<file path="config.mk">
export PLATFORM = sky130hd
export DESIGN_NAME = alu_sequencer
export DESIGN_NICKNAME = d
export VERILOG_FILES = /design/src/rtl/alu_sequencer.sv
export SDC_FILE = /design/constraint.sdc
export NUM_CORES = 1
export LEC_CHECK = 0
export CAP_MARGIN = 20
export CELL_PAD_IN_SITES_DETAIL_PLACEMENT = 1
export CELL_PAD_IN_SITES_GLOBAL_PLACEMENT = 1
export CORE_MARGIN = 2
export CORE_UTILIZATION = 31
export CTS_CLUSTER_DIAMETER = 100
export CTS_CLUSTER_SIZE = 14
export DETAILED_ROUTE_END_ITERATION = 8
export PLACE_DENSITY_LB_ADDON = 0.1
export SLEW_MARGIN = 20
export SYNTH_ARGS = -nofsm -noshare
export SYNTH_HDL_FRONTEND = slang
export SYNTH_SLANG_ARGS = --single-unit
</file>
<file path="constraint.sdc">
create_clock -name i_clk -period 6 [get_ports i_clk]
set_clock_uncertainty 0.1 [all_clocks]
set_input_delay 1.2 -clock i_clk [delete_from_list [all_inputs] [get_ports i_clk]]
set_output_delay 1.2 -clock i_clk [all_outputs]
set_load 0.1 [all_outputs]
</file>
<file path="src/rtl/alu_sequencer.sv">
// Shares the ALU2 between NUM_REQ requesters: arbitrate, drive operands, read back, ack.
// Define ALU_SEQ_RR_EN for round-robin arbitration; otherwise fixed priority (lowest index).
`ifndef ALU_NOP
`define ALU_NOP 0
`endif
`ifndef ALU_SUM_2
`define ALU_SUM_2 1
`endif
`ifndef ALU_SUB_2
`define ALU_SUB_2 2
`endif

module alu_sequencer #(
  parameter int unsigned NUM_REQ = 4,
  parameter int unsigned OP_W    = 5,
  parameter int unsigned DATA_W  = 8
) (
  input  logic                      i_clk,
  input  logic                      i_reset,
  input  logic [NUM_REQ-1:0]        i_req,
  input  logic [NUM_REQ*OP_W-1:0]   i_req_op,
  input  logic [NUM_REQ*DATA_W-1:0] i_req_a,
  input  logic [NUM_REQ*DATA_W-1:0] i_req_b,
  output logic [NUM_REQ-1:0]        o_grant,
  output logic [NUM_REQ-1:0]        o_ack,
  output logic [DATA_W-1:0]         o_result,
  output logic [3:0]                o_nzcv,
  output logic                      o_busy,
  output logic [OP_W-1:0]           o_alu_op,
  output logic                      o_bus_drive,
  output logic [2*DATA_W-1:0]       o_bus_opnd,
  output logic                      o_alu_read_data,
  output logic                      o_alu_read_flags,
  input  logic [DATA_W-1:0]         i_bus_result,
  input  logic [3:0]                i_alu_nzcv
);

  localparam int unsigned IdxW = (NUM_REQ > 1) ? $clog2(NUM_REQ) : 1;

  typedef enum logic [1:0] {StIdle, StExec, StRead, StDone} state_e;

  state_e              state_q, state_d;
  logic [IdxW-1:0]     win_idx;
  logic [OP_W-1:0]     op_q, op_d;
  logic [DATA_W-1:0]   a_q, a_d, b_q, b_d;
  logic [NUM_REQ-1:0]  grant_q, grant_d;
  logic [DATA_W-1:0]   result_q, result_d;
  logic [3:0]          nzcv_q, nzcv_d;
`ifdef ALU_SEQ_RR_EN
  logic [IdxW-1:0]     ptr_q, ptr_d;
`endif

  // Arbiter: first requester found scanning from the start index.
  always_comb begin : arb
    int unsigned c;
    logic        found;
    win_idx = '0;
    found   = 1'b0;
    c       = 0;
    for (int unsigned i = 0; i < NUM_REQ; i++) begin
`ifdef ALU_SEQ_RR_EN
      c = (32'(ptr_q) + 1 + i) % NUM_REQ;
`else
      c = i;
`endif
      if (!found && i_req[IdxW'(c)]) begin
        found   = 1'b1;
        win_idx = IdxW'(c);
      end
    end
  end

  always_comb begin
    state_d  = state_q;
    op_d     = op_q;
    a_d      = a_q;
    b_d      = b_q;
    grant_d  = grant_q;
    result_d = result_q;
    nzcv_d   = nzcv_q;
`ifdef ALU_SEQ_RR_EN
    ptr_d    = ptr_q;
`endif
    unique case (state_q)
      StIdle: begin
        if (|i_req) begin
          op_d    = i_req_op[win_idx*OP_W +: OP_W];
          a_d     = i_req_a[win_idx*DATA_W +: DATA_W];
          b_d     = i_req_b[win_idx*DATA_W +: DATA_W];
          grant_d = NUM_REQ'(1) << win_idx;
`ifdef ALU_SEQ_RR_EN
          ptr_d   = win_idx;
`endif
          state_d = StExec;
        end
      end
      StExec: state_d = StRead;
      StRead: begin
        result_d = i_bus_result;
        nzcv_d   = i_alu_nzcv;
        state_d  = StDone;
      end
      StDone: begin
        grant_d = '0;
        state_d = StIdle;
      end
      default: state_d = StIdle;
    endcase
  end

  always_ff @(posedge i_clk or posedge i_reset) begin
    if (i_reset) begin
      state_q  <= StIdle;
      op_q     <= OP_W'(`ALU_NOP);
      a_q      <= '0;
      b_q      <= '0;
      grant_q  <= '0;
      result_q <= '0;
      nzcv_q   <= '0;
`ifdef ALU_SEQ_RR_EN
      ptr_q    <= IdxW'(NUM_REQ - 1);
`endif
    end else begin
      state_q  <= state_d;
      op_q     <= op_d;
      a_q      <= a_d;
      b_q      <= b_d;
      grant_q  <= grant_d;
      result_q <= result_d;
      nzcv_q   <= nzcv_d;
`ifdef ALU_SEQ_RR_EN
      ptr_q    <= ptr_d;
`endif
    end
  end

  // Drive and read-back strobes are decoded from disjoint states, so they never overlap.
  always_comb begin
    o_grant          = grant_q;
    o_ack            = (state_q == StDone) ? grant_q : '0;
    o_result         = result_q;
    o_nzcv           = nzcv_q;
    o_busy           = (state_q != StIdle);
    o_alu_op         = (state_q == StExec) ? op_q : OP_W'(`ALU_NOP);
    o_bus_drive      = (state_q == StExec);
    o_bus_opnd       = (state_q == StExec) ? {a_q, b_q} : '0;
    o_alu_read_data  = (state_q == StRead);
    o_alu_read_flags = (state_q == StRead);
  end

endmodule

</file>
Word level (Yosys, flattened, before mapping)

Index checks and enable logic that the tools add are counted.

Word-level logic and storage cells: 41
Flip-flop bits (word level): 39

Shift-type cells: 4
Reduce and logical (&&, ||, !) cells: 12
Mux-type cells: 13
Equality and inequality tests: 4
Multipliers: 1

Operator list:

| operator                                             | count |
|---|---|
| variable part select 32 x 6 -> 8 bit                 | 2 |
| variable part select 20 x 6 -> 5 bit                 | 1 |
| 2-to-1 mux 16 bit                                    | 1 |
| 2-to-1 mux 4 bit                                     | 2 |
| case mux 2 bit (4 select lines)                      | 1 |
| case mux 4 bit (2 select lines)                      | 1 |
| 2-to-1 mux 2 bit                                     | 3 |
| multiplier 2 x 3 -> 5 bit (second input constant)    | 1 |
| 2-to-1 mux 5 bit                                     | 1 |
| equality test 2 bit (second input constant)          | 2 |
| 2-to-1 mux 1 bit                                     | 4 |
| AND reduction 2 bit                                  | 2 |
| nonzero test 2 bit                                   | 2 |
| OR reduction 4 bit                                   | 1 |
| left shift 1 x 2 -> 4 bit (first input constant)     | 1 |
| logical AND 1 bit                                    | 3 |
| logical NOT 1 bit                                    | 3 |
| equality test 2 x 1 -> 1 bit (second input constant) | 1 |
| logical NOT 2 bit                                    | 1 |
| inequality test 2 bit (second input constant)        | 1 |

Depth between registers and ports, before layout

Depth in word-level cells: 13
Mapped depth: 7

Least setup slack after synthesis

No wires, ideal clock.

Kind: flip-flop to output port
Start: reg state_q[1]
End: out o_alu_op[0]
Data arrival time: 2350 ps
Stages on the path, launching flop included: 5
Data required time: 4700 ps
Setup slack: 2350 ps
Cells stage by stage: dfrtp_1 -> inv_1 -> ha_1 -> clkbuf_1 -> and2_1

Longest elaborated chain between the ends: 2

RTL lines:

| element                      | RTL line | RTL |
|---|---|---|
| start: declaration           | 42       | `state_e state_q, state_d;` |
| start signal: assignment     | 113      | `state_q <= StIdle;` |
| start signal: assignment     | 124      | `state_q <= state_d;` |
| equality test 2 x 1 -> 1 bit | --       |  |
| named net o_bus_drive        | 30       | `output logic o_bus_drive,` |
| 2-to-1 mux 5 bit             | 144      | `` o_alu_op = (state_q == StExec) ? op_q : OP_W'(`ALU_NOP); `` |
| end: declaration             | 29       | `output logic [OP_W-1:0] o_alu_op,` |

The timed path passes the listed nets, and every way through them passes these cells.

Final worst setup path

Start: reg state_q[1]
End: out o_bus_opnd[2]

Longest elaborated chain between the ends: 2

RTL lines:

| element                      | RTL line | RTL |
|---|---|---|
| equality test 2 x 1 -> 1 bit | 146      | `o_bus_opnd = (state_q == StExec) ? {a_q, b_q} : '0;` |
| 2-to-1 mux 16 bit            | 146      |  |
| end: declaration             | 31       | `output logic [2*DATA_W-1:0] o_bus_opnd,` |

No other way between the ends.

==> impl_summary.log <==
[metrics] slowest stage cell on the critical path: clkdlybuf4s50_1
[metrics] die outline width: 98.1 um
[metrics] post-synthesis sequential element count: 39
[metrics] # nets final: 516
[metrics] Clock Pin Slew Worst Setup and Hold Paths: 0.09 ns
[metrics] # port buffers: 146
[metrics] final worst path period need: 4.18 ns
[metrics] share of synthesized registers carrying an async set or reset: 1.00
[metrics] sequential fraction of the synthesis area: 0.356
[metrics] maximum clock path buffer count: 2
[metrics] category of the worst setup path capture point: output port
[metrics] upper clock frequency limit: 239 MHz
[metrics] Register-to-Register Path Depth: 5
[metrics] final hold vios: 0
[metrics] num ports: 147
[metrics] total global routing track utilization: 0.191
[metrics] number of global-route vias before repair: 3000
[metrics] max-cap violation count: 0
[metrics] std cell rows: 34
[metrics] Slew Limit Headroom: 0.334
[metrics] Worst Hold Launch: o_nzcv[0]
[metrics] final instance area: 4340 um2
[metrics] Yosys top cell by area: dfrtp_1
[metrics] register-to-register setup slack: 3.81 ns
[metrics] via/cell ratio: 5.27
[metrics] static leakage: 1.70 nW
[metrics] proportion of layout cells with a drive suffix above 1: 0.120
[metrics] buffer cell driving the clock tree root: clkbuf_8
[metrics] largest stage delay on the critical path: 1.14 ns
[metrics] Worst Hold Path Cells: 1
[metrics] clock tree from TritonCTS: done
[metrics] H-tree depth: 2
[metrics] number of antenna violations at the first check in global routing: 0
[metrics] end of the worst register-to-register path: state_q[1]
[metrics] post-cts repair resize count: 0
[metrics] first-pass GRT wire length: 15000 um
[metrics] highest-count cells in the layout ignoring fill and taps: clkdlybuf4s50_1, dfrtp_1, and2_1, nor2_1
[metrics] final number of max-transition violations: 0
[metrics] sum of routed wire length over all layers: 9010 um
[metrics] worst vdd rail ir drop: 0.000252 V
[metrics] Final Wtd Congestion: 0.699
[metrics] RSZ-0062 raised after global routing: no
[metrics] Inserted Diodes: 0
[metrics] transition at the pin with the smallest max-transition slack: 0.996 ns
[metrics] Worst-Skew Late Latency: 0.29 ns
[metrics] required arrival time at the worst endpoint: 4.70 ns
[metrics] area of the core: 8640 um2
[metrics] number of vias in the routed layout: 2730
[metrics] starting utilization of the core area: 0.318
[metrics] Critical R2R Launch: state_q[0]
[metrics] total gr overflow: 0
[metrics] sum of negative setup slack: 0 ns
[metrics] drt pass-1 iters: 4
[metrics] area of the die: 9620 um2
[metrics] violation count after the first detailed-route iteration: 64
[metrics] final count of negative-setup-slack endpoints: 0
[metrics] area growth from synthesis to layout: 58.3%
[metrics] critical path class: reg2out
[metrics] number of enable-type register cells in the synthesized netlist: 0
[metrics] share of the synthesized area in the top cell type: 0.356
[metrics] standard cell area after detailed placement: 4210 um2
[metrics] most area-consuming cells after synthesis: dfrtp_1, a221oi_1, and3b_1, or3b_2, nand3b_1
[metrics] largest net degree at the start of global routing: 51
[metrics] critical path startpoint category: flop
[metrics] synthesized net count: 390
[metrics] list of cells traversed by the critical path: inv_1 > ha_1 > and2_1 > clkdlybuf4s50_1
[metrics] height of the die: 98.1 um
[metrics] number of warning messages in the yosys log: 0
[metrics] power per standard cell area: 558 nW/um2
[metrics] CP Max Fanout: 22
[metrics] DP Wirelength: 6240 um
[metrics] most frequent standard cell in the layout excluding fill and tap cells: clkdlybuf4s50_1
[metrics] Final period util: 0.696
[metrics] Layout fillers: 970
[metrics] worst hold endpoint: o_nzcv[0]
[metrics] Sink Count: 39
[metrics] average footprint of a synthesized cell: 9.70 um2
[metrics] signal arrival time at the worst endpoint: 2.88 ns
[metrics] primary flip-flop cell chosen by synthesis mapping: dfrtp_1
[metrics] residual DRC count: 0
[metrics] type of the worst min-delay path: reg2reg
[metrics] antenna-violating nets left: 0
[metrics] TritonCTS buffer count: 5
[metrics] Hold Worst Slack: 0.412 ns
[metrics] Netlist Area Pre-Place: 2740 um2
[metrics] count of different cell masters after synthesis: 39
[metrics] # hold bufs at CTS: 0
[metrics] WL/cell: 17.4 um
[metrics] # Post-CTS Setup Buffers: 0
[metrics] status: finished clean
[metrics] synthesized instance count: 283
-- metal layers --
layer | track usage | up-vias | wire length, um
met4 | 0.0524 | 0 | 161
met3 | 0.0422 | 14 | 533
li1 | - | 1301 | -
met5 | 0 | - | 0
met1 | 0.230 | 1321 | 3720
met2 | 0.344 | 94 | 4590
-- cell usage after synthesis (all sizes together) (2+ instances only) --
cell type,count
dfrtp,39
and2,25
nor2,22
a31oi,21
nand3b,21
a21o,20
or3b,20
a221oi,19
and3b,19
buf,15
clkbuf,15
mux2,13
ha,5
inv,5
nor4b,3
o2bb2ai,3
mux2i,2
nor3,2
nor3b,2
-- final cells by class --
type | instances | area, um2 | area share
clock inverters | 3 | 67.6 | 0.0156
well taps | 108 | 135 | 0.0311
inverters | 5 | 18.8 | 0.00432
multi-input cells | 209 | 1610 | 0.370
clock buffers | 5 | 68.8 | 0.0158
flip-flops and latches | 39 | 976 | 0.225
repair buffers | 149 | 1470 | 0.338
-- through the flow --
stage	cells	setup slack, ns	utilization	power, W
CTS	518	1.71	0.503	0.00245
global placement	510	2.16	0.487	0.00215
detailed placement	510	2.06	0.487	0.00218
global route	518	1.66	0.503	0.00254
finish	518	1.82	0.503	0.00242
floorplan	283	2.35	-	0.00177
-- power breakdown --
part / switching (W) / total [W] / leakage [nW] / internal, W
sequential: 0.0000728 / 0.000467 / 0.451 / 0.000394
clock: 0.000102 / 0.000268 / 0.0644 / 0.000166
combinational: 0.00123 / 0.00169 / 1.19 / 0.000455
-- cell families (layout without fill, tap and decap cells) --
| group | Yosys count | in the layout | share of synthesized area |
|---|---|---|---|
| and+or+nand+nor | 118 | 118 | 0.306 |
| muxes | 15 | 15 | 0.0606 |
| adders and majority gates | 5 | 5 | 0.0228 |
| AOI/OAI and AO/OA | 71 | 71 | 0.196 |
| buffers and inverters | 35 | 162 | 0.0588 |
| DFF | 39 | 39 | 0.356 |
-- worst max-delay path, delay by kind of cell, from the launching register on --
family	cells	cell delay, ns
adders and majority gates	1	0.68
buffers and inverters	2	1.25
DFF	1	0.42
and+or+nand+nor	1	0.24
-- worst max-delay path by stage --
stage                     startpoint       endpoint  slack [ns]  cells past startpoint
after floorplan           state_q[1]    o_alu_op[0]        2.35                      4
after global placement    state_q[1]  o_bus_opnd[1]        2.16                      4
after detailed placement  state_q[1]  o_bus_opnd[2]        2.06                      4
after CTS                 state_q[1]  o_bus_opnd[2]        1.71                      4
after global routing      state_q[1]    o_alu_op[1]        1.66                      4
final                     state_q[1]  o_bus_opnd[2]        1.82                      4
-- registers in the layout, summed over array words and instances (netlist names) --
register / flops
a_q: 8
op_q: 5
b_q: 8
o_grant: 4
o_result: 8
o_nzcv: 4
state_q: 2
(Power assumes the default switching activity.)
==> variant 1 (same flow settings) <==
Change the parameter `NUM_REQ` from 4 to 8.
--- a/src/rtl/alu_sequencer.sv
+++ b/src/rtl/alu_sequencer.sv
@@ -13,3 +13,3 @@
 module alu_sequencer #(
-  parameter int unsigned NUM_REQ = 4,
+  parameter int unsigned NUM_REQ = 8,
   parameter int unsigned OP_W    = 5,
Interface: changed (6 resized); port bits go from 147 to 243. No check against the original RTL was run, so the function may have changed too.
==> variant 1 against the original RTL <==
- total power grew 8.0%
- count of clock-buffer cells in the layout increased by 1
- area after synthesis grew 24%
- setup slack got worse by 0.20 ns
- global-route usage rose by 5.9 points
- cell count grew 44%
- synthesized cell count is 36% higher
- sequential cell count grew 4
- sequential share of layout area down 4.5 points
- register-to-register slack worse by 0.33 ns
- routed wire length rose by 66%
- via count up 47%
- cell area grew 38%
- critical path type is now in -> reg
- largest cell class is now buffers
- largest power group unchanged
- highest routed layer unchanged
==> variant 1: results (changes against the original RTL) <==
- Status: completed (unchanged).
- The adder-cell share of the synthesized area is 0.0184 (was 0.0228).
- The total area of multi-input combinational cells is 2170 sq um (was 1610 sq um).
- The sequential cell count of the final layout is 43 (was 39).
- The number of placed instances, taps included is 734 (was 510).
- The half-perimeter wire length of the detailed placement result is 11500 um (was 6240 um).
- The average vias per placed instance is 5.41 (was 5.27).
- The net count reported at finish is 798 (was 516).
- The share of cells above drive strength 1 is 0.0795 (was 0.120).
- The port buffer count is 242 (was 146).
- The static leakage is 2.30 nW (was 1.70 nW).
- The number of DRC violations after detailed-routing iteration 0 is 168 (was 64).
- The number of nets produced by synthesis came to 580 (was 390).
- The non-clock buffer instance count of the final layout is 246 (was 149).
- The non-clock buffering overhead in the final layout was 0.411 (was 0.338).
- The number of filler instances in the final layout is 1234 (was 970).
- The average footprint of a synthesized cell came to 8.84 sq um (was 9.70 sq um).
- The length of the first detailed-routing pass in iterations is 5 (was 4).
- The detailed-routing wirelength on met1 was 5640 um (was 3720 um).
- The transition time at the pin with the least slew margin was 1.02 ns (was 0.996 ns).
- The sequential cell area is 1080 sq um (was 976 sq um).
- The post-synthesis sequential area ratio came to 0.316 (was 0.356).
- The met2 wirelength from detailed routing came to 7700 um (was 4590 um).
- The met2 usage came to 0.458 (was 0.344).
- The highest net fanout along the worst path is 37 (was 22).
- The compound-cell area share of the yosys netlist is 0.256 (was 0.196).
- The area fraction of clock buffers and clock inverters is 0.0142 (was 0.0314).
- The switching share of total power came to 0.592 (was 0.581).
- The global routing met3 resource utilization was 0.0604 (was 0.0422).
- The share of power burned in the clock network is 0.072 (was 0.111).
- The maximum vdd ir drop was 342 uV (was 252 uV).
- The overall global routing resource usage was 0.251 (was 0.191).
- The count of different cell masters after synthesis is 42 (was 39).
- The longest individual stage delay on the worst path was 0.73 ns (was 1.14 ns).
- The number of global-route vias before repair came to 4395 (was 3000).
- The non-filler instance count after layout is 744 (was 518).
- The global routing usage on met1 is 0.290 (was 0.230).
- The first-pass GRT wire length came to 22900 um (was 15000 um).
- The length of routed met3 wiring is 1230 um (was 533 um).
- The slowest library cell on the worst path was sky130_fd_sc_hd__nor2_4 (was sky130_fd_sc_hd__clkdlybuf4s50_1).
- The routed wire length per instance is 20.1 um (was 17.4 um).
## variant 1: cell types whose count changed after synthesis, sizes merged, moves of 21 or more
| cell | delta |
|---|---|
| nand3b | -21 |
| a21oi | +29 |
| nand3 | +57 |
| o21ai | +31 |
| a31oi | -21 |
| mux2i | +26 |
## variant 1: worst paths after layout
check / cells past startpoint / startpoint / slack, ns / endpoint
min in group asynchronous: 2 / i_reset / 1.34 / b_q[5]
max in group asynchronous: 2 / i_reset / 3.87 / o_grant[1]
setup / recovery: 8 / i_req[1] / 1.63 / op_q[0]
hold reg to reg: 1 / o_result[0] / 0.42 / o_result[0]
setup reg to reg: 6 / state_q[1] / 3.48 / o_grant[0]
hold / removal: 1 / o_result[0] / 0.42 / o_result[0]
## variant 1: per-stage QoR
step	cell area (sq um)	setup WS (ns)	power [mW]	util
global placement	5860	1.48	2.40	0.543
floorplan	3400	2.35	1.91	-
detailed placement	5880	1.29	2.44	0.545
CTS	5970	1.61	2.64	0.553
finish	5990	1.63	2.62	0.555
global route	5990	1.41	2.73	0.555
==> variant 2 (same flow settings) <==
Without the edit above. `a_q` no longer has a reset.
--- a/src/rtl/alu_sequencer.sv
+++ b/src/rtl/alu_sequencer.sv
@@ -114,3 +114,2 @@
       op_q     <= OP_W'(`ALU_NOP);
-      a_q      <= '0;
       b_q      <= '0;
@@ -125,3 +124,2 @@
       op_q     <= op_d;
-      a_q      <= a_d;
       b_q      <= b_d;
@@ -134,2 +132,6 @@
     end
+  end
+
+  always_ff @(posedge i_clk) begin
+    a_q <= a_d;
   end
Function: no difference found for any inputs over 10 cycles, from zero or initial values and one cycle with i_reset high; that may be too few to reach the edited logic, so the function may still have changed.
==> variant 2 against the original RTL <==
- die area decreased by 9.9%
- combinational power decreased by 4%
- sequential cell count unchanged
- first-iteration DRC count shrank 17%
- cell area is 6.7% lower
- critical path type unchanged
- critical endpoint is now o_alu_op[4]
- area after synthesis decreased by 10%
- routed wire length down 5.8%
- setup slack improved by 0.0064 ns
- highest routed layer unchanged
- largest power group unchanged
- count of clock-buffer cells in the layout rose by 3
- total power is 6.3% lower
==> variant 2: results (changes against the original RTL) <==
- The wire length after detailed routing is 8480 um (was 9010 um).
- The placed instance area is 3950 sq um (was 4210 sq um).
- The average footprint of a synthesized cell is 9.50 sq um (was 9.70 sq um).
- The met2 wirelength from detailed routing was 4120 um (was 4590 um).
- Status: completed (unchanged).
- The share of cells above drive strength 1 is 0.0789 (was 0.120).
- The post-synthesis sequential area ratio is 0.413 (was 0.356).
- The static leakage came to 1.55 nW (was 1.70 nW).
- The number of DRC violations after detailed-routing iteration 0 was 53 (was 64).
- The number of filler instances in the final layout is 892 (was 970).
- The number of placed instances, taps included was 487 (was 510).
- The number of enable-type register cells in the synthesized netlist is 8 (was 0).
- The total number of vias is 2463 (was 2730).
- The transition time at the pin with the least slew margin is 1.00 ns (was 0.996 ns).
- The count of different cell masters after synthesis was 36 (was 39).
- The number of cells on the worst reg-to-reg path was 4 (was 5).
- The reg-to-reg endpoint is a_q[4] (was state_q[1]).
- The net count reported at finish is 499 (was 516).
- The met2 usage is 0.344 (about the same).
- The half-perimeter wire length of the detailed placement result came to 6290 um (was 6240 um).
- The number of nets produced by synthesis is 366 (was 390).
- The final estimated routing congestion in global placement is 0.718 (was 0.699).
- The number of global-route vias before repair was 2566 (was 3000).
- The internal reg-to-reg setup slack is 3.86 ns (was 3.81 ns).
- The worst hold endpoint is o_result[0] (was o_nzcv[0]).
- The global routing met3 resource utilization is 0.0500 (was 0.0422).
- Most numerous cell types in the synthesized netlist: sky130_fd_sc_hd__dfrtp_1 (31), sky130_fd_sc_hd__and2_1 (24), sky130_fd_sc_hd__o21ai_0 (21), sky130_fd_sc_hd__nor2_1 (18) (was sky130_fd_sc_hd__dfrtp_1 (39), sky130_fd_sc_hd__and2_1 (25), sky130_fd_sc_hd__nor2_1 (22), sky130_fd_sc_hd__a31oi_1 (21), sky130_fd_sc_hd__nand3b_1 (21)).
- The maximum vdd ir drop is 359 uV (was 252 uV).
- The kind of cell adding the most delay to the critical path is buffers and inverters (unchanged).
- The beginning of the worst hold path is o_result[0] (was o_nzcv[0]).
- The maximum number of pins on one net before global-route repair is 41 (was 51).
- The switching power is 1.34 mW (was 1.41 mW).
- The global routing usage on met1 is 0.253 (was 0.230).
- The worst-case setup slack after placement is 2.07 ns (was 2.06 ns).
- The endpoint arrival time on the critical path was 2.87 ns (was 2.88 ns).
- Leading cell types by total area after synthesis: sky130_fd_sc_hd__dfrtp_1 (32%), sky130_fd_sc_hd__edfxtp_1 (9.8%), sky130_fd_sc_hd__and2_1 (6.1%) (was sky130_fd_sc_hd__dfrtp_1 (36%), sky130_fd_sc_hd__a221oi_1 (6.1%), sky130_fd_sc_hd__and3b_1 (6.1%)).
- The overall global routing resource usage is 0.198 (was 0.191).
variant 2: worst register-to-register path, stage by stage (launching register included):
cell                      delay [ns]
sky130_fd_sc_hd__dfrtp_1        0.41
sky130_fd_sc_hd__inv_1          0.14
sky130_fd_sc_hd__ha_1           0.43
sky130_fd_sc_hd__o41ai_4        0.28
sky130_fd_sc_hd__inv_2          0.42
variant 2: kinds of logic (layout without fill, tap and decap cells):
| family | after synthesis | in the layout | synth area share |
|---|---|---|---|
| compound gates | 81 | 81 | 0.226 |
| fa+ha+maj | 5 | 5 | 0.0254 |
| buf+inv | 31 | 165 | 0.0641 |
| flops | 39 | 39 | 0.413 |
| mux | 17 | 17 | 0.0758 |
| simple gates | 86 | 86 | 0.195 |
variant 2: power by group through the flow:
stage	Sequential [mW]	Combinational (mW)	Clock, mW
6_report	0.459	1.62	0.196
5_1_grt	0.476	1.69	0.215
4_1_cts	0.461	1.63	0.203
3_5_place_dp	0.467	1.63	0
3_3_place_gp	0.462	1.61	0
2_1_floorplan	0.818	0.889	0
variant 2: cell type report:
type | count | area [sq um] | area share
clock buffers | 8 | 100 | 0.0247
inverters | 7 | 26.3 | 0.00648
multi-input cells | 189 | 1290 | 0.319
flip-flops and latches | 39 | 1020 | 0.251
well taps | 102 | 128 | 0.0315
repair buffers | 150 | 1490 | 0.368
variant 2: how the worst max path moves through the flow:
stage / from / end / slack [ns] / cells past startpoint
floorplan: state_q[1] / o_alu_op[0] / 2.35 / 4
global placement: i_req[3] / op_q[4] / 2.17 / 5
detailed placement: i_req[3] / op_q[4] / 2.07 / 5
CTS: state_q[1] / o_alu_op[4] / 1.78 / 4
global route: state_q[1] / o_alu_op[4] / 1.70 / 4
finish: state_q[1] / o_alu_op[4] / 1.83 / 4
